===== config.mk =====
export PLATFORM = sky130hd
export DESIGN_NAME = tl_io_bridge
export DESIGN_NICKNAME = d
export VERILOG_FILES = /design/src/rtl/tl_io_bridge.sv
export SDC_FILE = /design/constraint.sdc
export NUM_CORES = 1
export LEC_CHECK = 0
export BUFFER_PORTS_ARGS = -buffer_cell sky130_fd_sc_hd__buf_2
export CAP_MARGIN = 25
export CELL_PAD_IN_SITES_DETAIL_PLACEMENT = 0
export CELL_PAD_IN_SITES_GLOBAL_PLACEMENT = 1
export CORE_AREA = 2 2 165 167
export CTS_BUF_LIST = sky130_fd_sc_hd__clkbuf_16
export DETAILED_ROUTE_END_ITERATION = 6
export DIE_AREA = 0 0 167 169
export PLACE_DENSITY = 0.74
export SLEW_MARGIN = 20
export SYNTH_ARGS = -nofsm -noshare
export SYNTH_HDL_FRONTEND = slang
export SYNTH_SLANG_ARGS = --single-unit

===== constraint.sdc =====
create_clock -name clk_i -period 3.4 [get_ports clk_i]
set_input_delay 0.34 -clock clk_i [delete_from_list [all_inputs] [get_ports clk_i]]
set_output_delay 0.34 -clock clk_i [all_outputs]
set_load 0.01 [all_outputs]

===== src/rtl/tl_io_bridge.sv =====
// Bridges the single-beat TileLink io host port onto a request/grant/response
// register bus, one transaction at a time. Bad requests and bus timeouts are
// answered with denied.
module tl_io_bridge #(
  parameter int AddrWidth     = 56,
  parameter int SourceWidth   = 5,
  parameter int SinkWidth     = 1,
  parameter int TimeoutCycles = 1024
) (
  input  logic                   clk_i,
  input  logic                   rst_ni,
  input  logic                   host_a_valid,
  output logic                   host_a_ready,
  input  logic [2:0]             host_a_opcode,
  input  logic [2:0]             host_a_param,
  input  logic [2:0]             host_a_size,
  input  logic [SourceWidth-1:0] host_a_source,
  input  logic [AddrWidth-1:0]   host_a_address,
  input  logic [7:0]             host_a_mask,
  input  logic                   host_a_corrupt,
  input  logic [63:0]            host_a_data,
  output logic                   host_d_valid,
  input  logic                   host_d_ready,
  output logic [2:0]             host_d_opcode,
  output logic [1:0]             host_d_param,
  output logic [2:0]             host_d_size,
  output logic [SourceWidth-1:0] host_d_source,
  output logic [SinkWidth-1:0]   host_d_sink,
  output logic                   host_d_denied,
  output logic                   host_d_corrupt,
  output logic [63:0]            host_d_data,
  output logic                   reg_req_o,
  input  logic                   reg_gnt_i,
  output logic                   reg_we_o,
  output logic [AddrWidth-1:0]   reg_addr_o,
  output logic [7:0]             reg_be_o,
  output logic [63:0]            reg_wdata_o,
  input  logic                   reg_rvalid_i,
  input  logic [63:0]            reg_rdata_i,
  input  logic                   reg_err_i
);

  typedef enum logic [1:0] {ST_IDLE, ST_REQ, ST_WAIT, ST_RESP} state_e;

  localparam logic [2:0] OP_PUT_FULL = 3'd0;
  localparam logic [2:0] OP_PUT_PART = 3'd1;
  localparam logic [2:0] OP_GET      = 3'd4;
  localparam logic [2:0] D_ACK       = 3'd0;
  localparam logic [2:0] D_ACK_DATA  = 3'd1;

  // Counter is a single unused bit when the timeout is disabled.
  localparam int            CntW    = (TimeoutCycles > 0) ? $clog2(TimeoutCycles + 1) : 1;
  localparam logic [CntW-1:0] CntLast = (TimeoutCycles > 0) ? CntW'(TimeoutCycles - 1) : '0;
  localparam bit            TmoEn   = (TimeoutCycles > 0);

  state_e r_state, w_next;

  logic [2:0]             r_opcode;
  logic [2:0]             r_size;
  logic [SourceWidth-1:0] r_source;
  logic [AddrWidth-1:0]   r_addr;
  logic [7:0]             r_mask;
  logic [63:0]            r_wdata;
  logic [63:0]            r_rdata;
  logic                   r_denied;
  logic                   r_we;
  logic [CntW-1:0]        r_cnt;

  logic w_a_fire, w_d_fire, w_align_ok, w_op_ok, w_legal, w_timeout;

  assign w_a_fire = host_a_valid & host_a_ready;
  assign w_d_fire = host_d_valid & host_d_ready;

  always_comb begin
    w_align_ok = 1'b0;
    case (host_a_size)
      3'd0:    w_align_ok = 1'b1;
      3'd1:    w_align_ok = ~host_a_address[0];
      3'd2:    w_align_ok = (host_a_address[1:0] == 2'b00);
      3'd3:    w_align_ok = (host_a_address[2:0] == 3'b000);
      default: w_align_ok = 1'b0;
    endcase
  end

  assign w_op_ok   = (host_a_opcode == OP_GET) || (host_a_opcode == OP_PUT_FULL) ||
                     (host_a_opcode == OP_PUT_PART);
  // Oversized requests already fail w_align_ok via its default arm.
  assign w_legal   = w_op_ok & w_align_ok & ~host_a_corrupt;
  assign w_timeout = TmoEn && (r_cnt == CntLast);

  always_ff @(posedge clk_i or negedge rst_ni) begin
    if (!rst_ni) r_state <= ST_IDLE;
    else         r_state <= w_next;
  end

  always_comb begin
    w_next = r_state;
    case (r_state)
      ST_IDLE: if (w_a_fire) w_next = w_legal ? ST_REQ : ST_RESP;
      ST_REQ:  if (reg_gnt_i) w_next = ST_WAIT;
      ST_WAIT: if (reg_rvalid_i || w_timeout) w_next = ST_RESP;
      ST_RESP: if (w_d_fire) w_next = ST_IDLE;
      default: w_next = ST_IDLE;
    endcase
  end

  always_ff @(posedge clk_i or negedge rst_ni) begin
    if (!rst_ni) begin
      r_opcode <= '0;
      r_size   <= '0;
      r_source <= '0;
      r_addr   <= '0;
      r_mask   <= '0;
      r_wdata  <= '0;
      r_rdata  <= '0;
      r_denied <= 1'b0;
      r_we     <= 1'b0;
      r_cnt    <= '0;
    end else begin
      case (r_state)
        ST_IDLE: if (w_a_fire) begin
          r_opcode <= host_a_opcode;
          r_size   <= host_a_size;
          r_source <= host_a_source;
          r_addr   <= host_a_address;
          r_mask   <= host_a_mask;
          r_wdata  <= host_a_data;
          r_rdata  <= '0;
          r_denied <= ~w_legal;
          r_we     <= w_legal & (host_a_opcode != OP_GET);
          r_cnt    <= '0;
        end
        ST_REQ: if (reg_gnt_i) r_cnt <= '0;
        ST_WAIT: begin
          // Response wins over a timeout landing in the same cycle.
          if (reg_rvalid_i) begin
            r_denied <= reg_err_i;
            if ((r_opcode == OP_GET) && !reg_err_i) r_rdata <= reg_rdata_i;
          end else if (w_timeout) begin
            r_denied <= 1'b1;
          end
          if (r_cnt != '1) r_cnt <= r_cnt + 1'b1;
        end
        default: ;
      endcase
    end
  end

  assign host_a_ready   = (r_state == ST_IDLE);
  assign reg_req_o      = (r_state == ST_REQ);
  assign reg_we_o       = r_we;
  assign reg_addr_o     = r_addr;
  assign reg_be_o       = r_mask;
  assign reg_wdata_o    = r_wdata;

  assign host_d_valid   = (r_state == ST_RESP);
  assign host_d_opcode  = (r_opcode == OP_GET) ? D_ACK_DATA : D_ACK;
  assign host_d_param   = 2'd0;
  assign host_d_size    = r_size;
  assign host_d_source  = r_source;
  assign host_d_sink    = '0;
  assign host_d_denied  = r_denied;
  assign host_d_corrupt = r_denied & (r_opcode == OP_GET);
  assign host_d_data    = r_rdata;

  logic w_unused;
  assign w_unused = ^host_a_param;

endmodule

* Yosys cells after proc, flatten, opt, wreduce, memory -nomap -nowiden
Cells that the tools add are included.
** Storage, ports and cells
- Register bits after elaboration :: 218
- Bits in latches :: 0
- RAM bits :: 0
- Bits in read-only memories :: 0
- Input port bits :: 214
- Output and inout bits :: 212
- Word-level logic and storage cells :: 78
- Memories kept :: 0
** Operators by class
- $add $sub $neg :: 1
- Multipliers :: 0
- Divide/modulo/power cells :: 0
- Magnitude comparators :: 0
- Eq/ne operators :: 20
- Shift-type cells :: 0
- Mux-type cells :: 20
- Bitwise gates (word level) :: 9
- Reductions and logical operators :: 17
** Operators by type and width (count)
- $mux W64 :: 3
- $pmux W64 S2 :: 1
- $mux W11 :: 3
- $pmux W11 S3 :: 1
- $reduce_and A4 Y1 :: 3
- $add A11 B1 Y11 const B :: 1
- $eq A11 B10 Y1 const B :: 1
- $ne A11 B11 Y1 const B :: 1
- $mux W2 :: 5
- $logic_not A3 Y1 :: 3
- $ne A2 B2 Y1 const B :: 4
- $pmux W2 S4 :: 1
- $and A1 B1 Y1 :: 6
- $eq A3 B1 Y1 const B :: 2
- $eq A3 B2 Y1 const B :: 2
- $eq A3 B3 Y1 const B :: 2
- $ne A2 B1 Y1 const B :: 3
- $ne A3 B3 Y1 const B :: 2
- $eq A2 B2 Y1 const B :: 2
- $logic_not A2 Y1 :: 2
- $mux W1 :: 4
- $pmux W1 S4 :: 1
- $logic_or A1 B1 Y1 :: 3
- $not A1 Y1 :: 3
- other kinds (8) :: 8

* Depth between registers and ports, before layout
- Depth in word-level cells :: 8
- Mapped depth :: 9
- Mapped depth without buffers :: 6

* Worst setup path after synthesis
Ideal clock, no wire load.
- Kind :: register -> register
- From :: reg r_state[0]
- To :: reg r_cnt[6]
- Library setup time :: 0.126 ns
- Data arrival time :: 1.734 ns
- Data required time :: 3.274 ns
- Slack :: 1.540 ns
- Cell stages (with the launch flop) :: 7
- Buffers on the path :: 1
- Period minus slack after synthesis :: 1.860 ns
- Cell sequence :: dfrtp_1 > inv_1 > ha_1 > nor2b_4 > or3_4 > buf_6 > a221o_1
** On the way
- Word-level cells in the longest chain between the ends :: 4
- Elaborated cells between the ends (all ways) :: 10
- Those cells by class :: eq/ne: 5; mux: 1; bitwise: 1; reduce/logical: 3
** RTL lines
- from (decl) :: line 56 : state_e r_state, w_next;
- from (signal assigned) :: line 93 : else r_state <= w_next;
- $logic_not A2 Y1 * :: line 149 : assign host_a_ready = (r_state == ST_IDLE);
- net host_a_ready :: line 13 : output logic host_a_ready,
- $and A1 B1 Y1 :: line 71 : assign w_a_fire = host_a_valid & host_a_ready;
- $ne A2 B1 Y1 (no line)
- $reduce_and A4 Y1 (no line)
- to (signal assigned) :: line 142 : if (r_cnt != '1) r_cnt <= r_cnt + 1'b1;
- to (decl) :: line 67 : logic [CntW-1:0] r_cnt;
Mark *: on every way through the listed nets, which the timed path passes. The rest lies on a longest branch.
A chain may end at the register's enable or synchronous reset.

* Worst setup path after layout
- From :: reg r_state[0]
- To :: reg r_rdata[33] (netlist: host_d_data[33])
** On the way
- Word-level cells in the longest chain between the ends :: 4
- Elaborated cells between the ends (all ways) :: 9
- Those cells by class :: eq/ne: 4; mux: 1; bitwise: 1; reduce/logical: 3
** RTL lines
- $logic_not A2 Y1 :: line 120, 149
- $and A1 B1 Y1 :: line 71
- $ne A2 B1 Y1 (no line)
- $reduce_and A4 Y1 (no line)
- to (signal assigned) :: line 138 : if ((r_opcode == OP_GET) && !reg_err_i) r_rdata <= reg_rdata_i;
- to (decl) :: line 64 : logic [63:0] r_rdata;
Parallel ways exist; a longest one is shown, timed or not.

==> results.json <==
{
  "wl_met3_um": 2447,
  "top_layer": "met5",
  "startpoint_type": "flip-flop",
  "synthArstFlopShare": 1.000,
  "synth_area_per_cell_um2": 14.23,
  "clock_path_buffers": 3,
  "grt_pass1_wl_um": 39150,
  "drive_gt1_frac": 0.5981,
  "wl_met1_um": 9953,
  "wl_per_cell_um": 18.11,
  "drt-vias-per-instance": 4.869,
  "clock_latency_ps": 540,
  "synthCells": 632,
  "cp-end-kind": "flip-flop",
  "grt_max_degree": 82,
  "row_count": 60,
  "timing.rr.start": "r_state[0]",
  "cts_tree": "built",
  "r2r_cells": 8,
  "ant_nets": 0,
  "syn_to_final_growth_pct": 36.25,
  "reg2reg_to": "host_d_data[33]",
  "vias": 6827,
  "drv_slew": 0,
  "initial_utilization": 0.3393,
  "hp-class": "primary input to flip-flop",
  "path_clk_slew_ps": 60,
  "rsz0062_at_grt": "false",
  "n_fill_cell": 2493,
  "cts_sinks": 218,
  "critical-path-slowest-cell": "ha_2",
  "cts.repair.resized": 0,
  "ys_seq_elements": 218,
  "slowest_delay_ps": 450,
  "htree_levels": 1,
  "p_per_area_nw_per_um2": 941.4,
  "first_iter_violations": 425,
  "path_max_fanout": 64,
  "tns_ps": 0,
  "dieArea_um2": 28220,
  "synth_edf_count": 0,
  "ir_worst_vdd_mv": 0.5679,
  "die_x_um": 167,
  "skew_ps": 16.34,
  "worst_hold_path.endpoint": "reg_wdata_o[46]",
  "wirelength_um": 25400,
  "grt_pass1_vias": 6876,
  "root_buffer": "clkbuf_16",
  "critPathKind": "flip-flop to flip-flop",
  "io_pins": 426,
  "crit_start": "r_state[0]",
  "yosysUniqueCellTypes": 48,
  "hold_slack_ps": 30.26,
  "design.core.area_um2": 26500,
  "grt_usage": 0.1726,
  "dp_cells": 1355,
  "setup_viol": 0,
  "maxSlewHeadroom": 0.5246,
  "place_area_um2": 11430,
  "period_needed_ps": 2500,
  "synth_ff_type": "dfrtp_1",
  "die_y_um": 169,
  "final_hold_viol_count": 0,
  "worstPathArrival_ps": 2910,
  "grt_overflow": 0,
  "fmax_mhz": 400.0,
  "finalCritPeriodShare": 0.7352,
  "status": "complete, no violations",
  "nets": 1261,
  "seq_area_frac_synth": 0.6067,
  "crit_top_cell": "buf_12",
  "maxCapViolations": 0,
  "worst-r2r-setup-slack_ps": 900,
  "hold_start": "host_a_data[46]",
  "hold_depth": 2,
  "cts-buffers-inserted": 25,
  "dp_hpwl_um": 18570,
  "antenna_found_initial": 7,
  "worstPathRequired_ps": 3810,
  "met2_length_um": 12290,
  "drt_pass1_iterations": 4,
  "place_congestion": 0.7546,
  "crit_chain": "inv_1 -> ha_2 -> nor2_1 -> a211oi_4 -> buf_12 -> o21ai_4 -> buf_12 -> a21bo_2",
  "design_area_um2": 12250,
  "worst_pin_slew_ps": 709.3,
  "final_cells": 1402,
  "syn_area_um2": 8991,
  "io_buffers": 417,
  "leakage_uw": 0.006556,
  "yosysWarnings": 0,
  "drc": 0
}
-- flip-flops by register name (all words and copies together), names as in the netlist --
| register | count |
|---|---|
| host_d_data | 64 |
| host_d_denied | 1 |
| host_d_size | 3 |
| host_d_source | 5 |
| r_cnt | 11 |
| r_opcode | 3 |
| r_state | 2 |
| reg_addr_o | 56 |
| reg_be_o | 8 |
| reg_wdata_o | 64 |
| reg_we_o | 1 |
-- stage by stage --
stage / util / worst slack, ps / total power [µW]
after detailed placement: 0.4315 / 913.7 / 8983
after global placement: 0.4315 / 941.0 / 8893
after CTS: 0.4622 / 885.3 / 11710
final: 0.4623 / 900.3 / 11530
after floorplan: - / 1540 / 7071
after global routing: 0.4623 / 753.8 / 12230
-- cells in the final DEF, fill, tap and decap left out, types with 5 or more instances in the layout --
| cell | n |
|---|---|
| buf_2 | 416 |
| dfrtp_1 | 218 |
| mux2_2 | 138 |
| nand4_1 | 67 |
| a21bo_1 | 40 |
| clkbuf_16 | 25 |
| a21bo_2 | 24 |
| nand2_1 | 13 |
| inv_1 | 10 |
| nor3_1 | 9 |
| a21oi_1 | 7 |
| clkinv_1 | 7 |
| buf_12 | 6 |
| buf_4 | 6 |
| nand3_1 | 5 |
| conb_1 | 5 |
-- final cells by class --
class | count | area (µm²) | share of cell area
clock buffers | 25 | 625.6 | 0.05107
repair buffers | 430 | 2272 | 0.1855
inverters | 4 | 15.01 | 0.001226
well taps | 341 | 426.7 | 0.03483
flip-flops and latches | 218 | 5455 | 0.4453
clock inverters | 20 | 177.7 | 0.01450
diodes | 1 | 2.502 | 0.0002043
multi-input cells | 363 | 3276 | 0.2674
-- cells in the mapped netlist, types with 4 or more instances --
library cell | number | share of area
a21bo_1 | 40 | 0.045
a21bo_2 | 24 | 0.027
a21oi_1 | 7 | 0.0039
buf_1 | 6 | 0.0025
buf_2 | 20 | 0.011
buf_4 | 6 | 0.0050
buf_6 | 7 | 0.0088
clkbuf_1 | 12 | 0.0050
dfrtp_1 | 218 | 0.61
ha_1 | 5 | 0.0070
inv_1 | 4 | 0.0017
mux2_2 | 138 | 0.17
nand2_1 | 14 | 0.0058
nand3_1 | 5 | 0.0028
nand4_1 | 67 | 0.047
nor3_1 | 9 | 0.0050
o21ai_0 | 4 | 0.0022
-- critical path, delay by kind of cell (launching register included) --
kind                       cells  cell delay (ps)
adders and majority gates      1              450
DFF                            1              400
and+or+nand+nor                1              190
AOI/OAI and AO/OA              3              680
buffers and inverters          3              610
-- where the power goes --
part	internal [µW]	switching [µW]
Clock	1570	1100
Combinational	2090	2530
Sequential	3710	538
-- metal layers --
layer  GRT usage  up-vias
li1            -     3145
met4     0.04348       12
met3     0.06266       44
met5           0        -
met2      0.2941      298
met1      0.2080     3328
-- worst max-delay path by stage --
stage | to | slack, ps | cells past startpoint
floorplan | r_cnt[6] | 1540 | 6
global placement | host_d_data[34] | 940 | 8
detailed placement | host_d_data[33] | 910 | 8
CTS | host_d_data[33] | 890 | 8
global route | host_d_data[33] | 750 | 8
finish | host_d_data[33] | 900 | 8
-- timing repair --
| action | CTS | global route |
|---|---|---|
| setup buffers | 0 | 0 |
| hold buffers | 1 | 0 |
| endpoints found under the hold margin | 77 | 0 |
-- cell families after synthesis --
logic type               after synthesis  synth area share
buffers and inverters                 55           0.03409
flip-flops                           218            0.6067
AND/OR/NAND/NOR                      117           0.07863
other                                  1         0.0004171
adder cells (fa/ha/maj)                5          0.006958
multiplexers                         141            0.1762
AO/OA/AOI/OAI                         95           0.09699
Power figures use the tool's default switching activity.
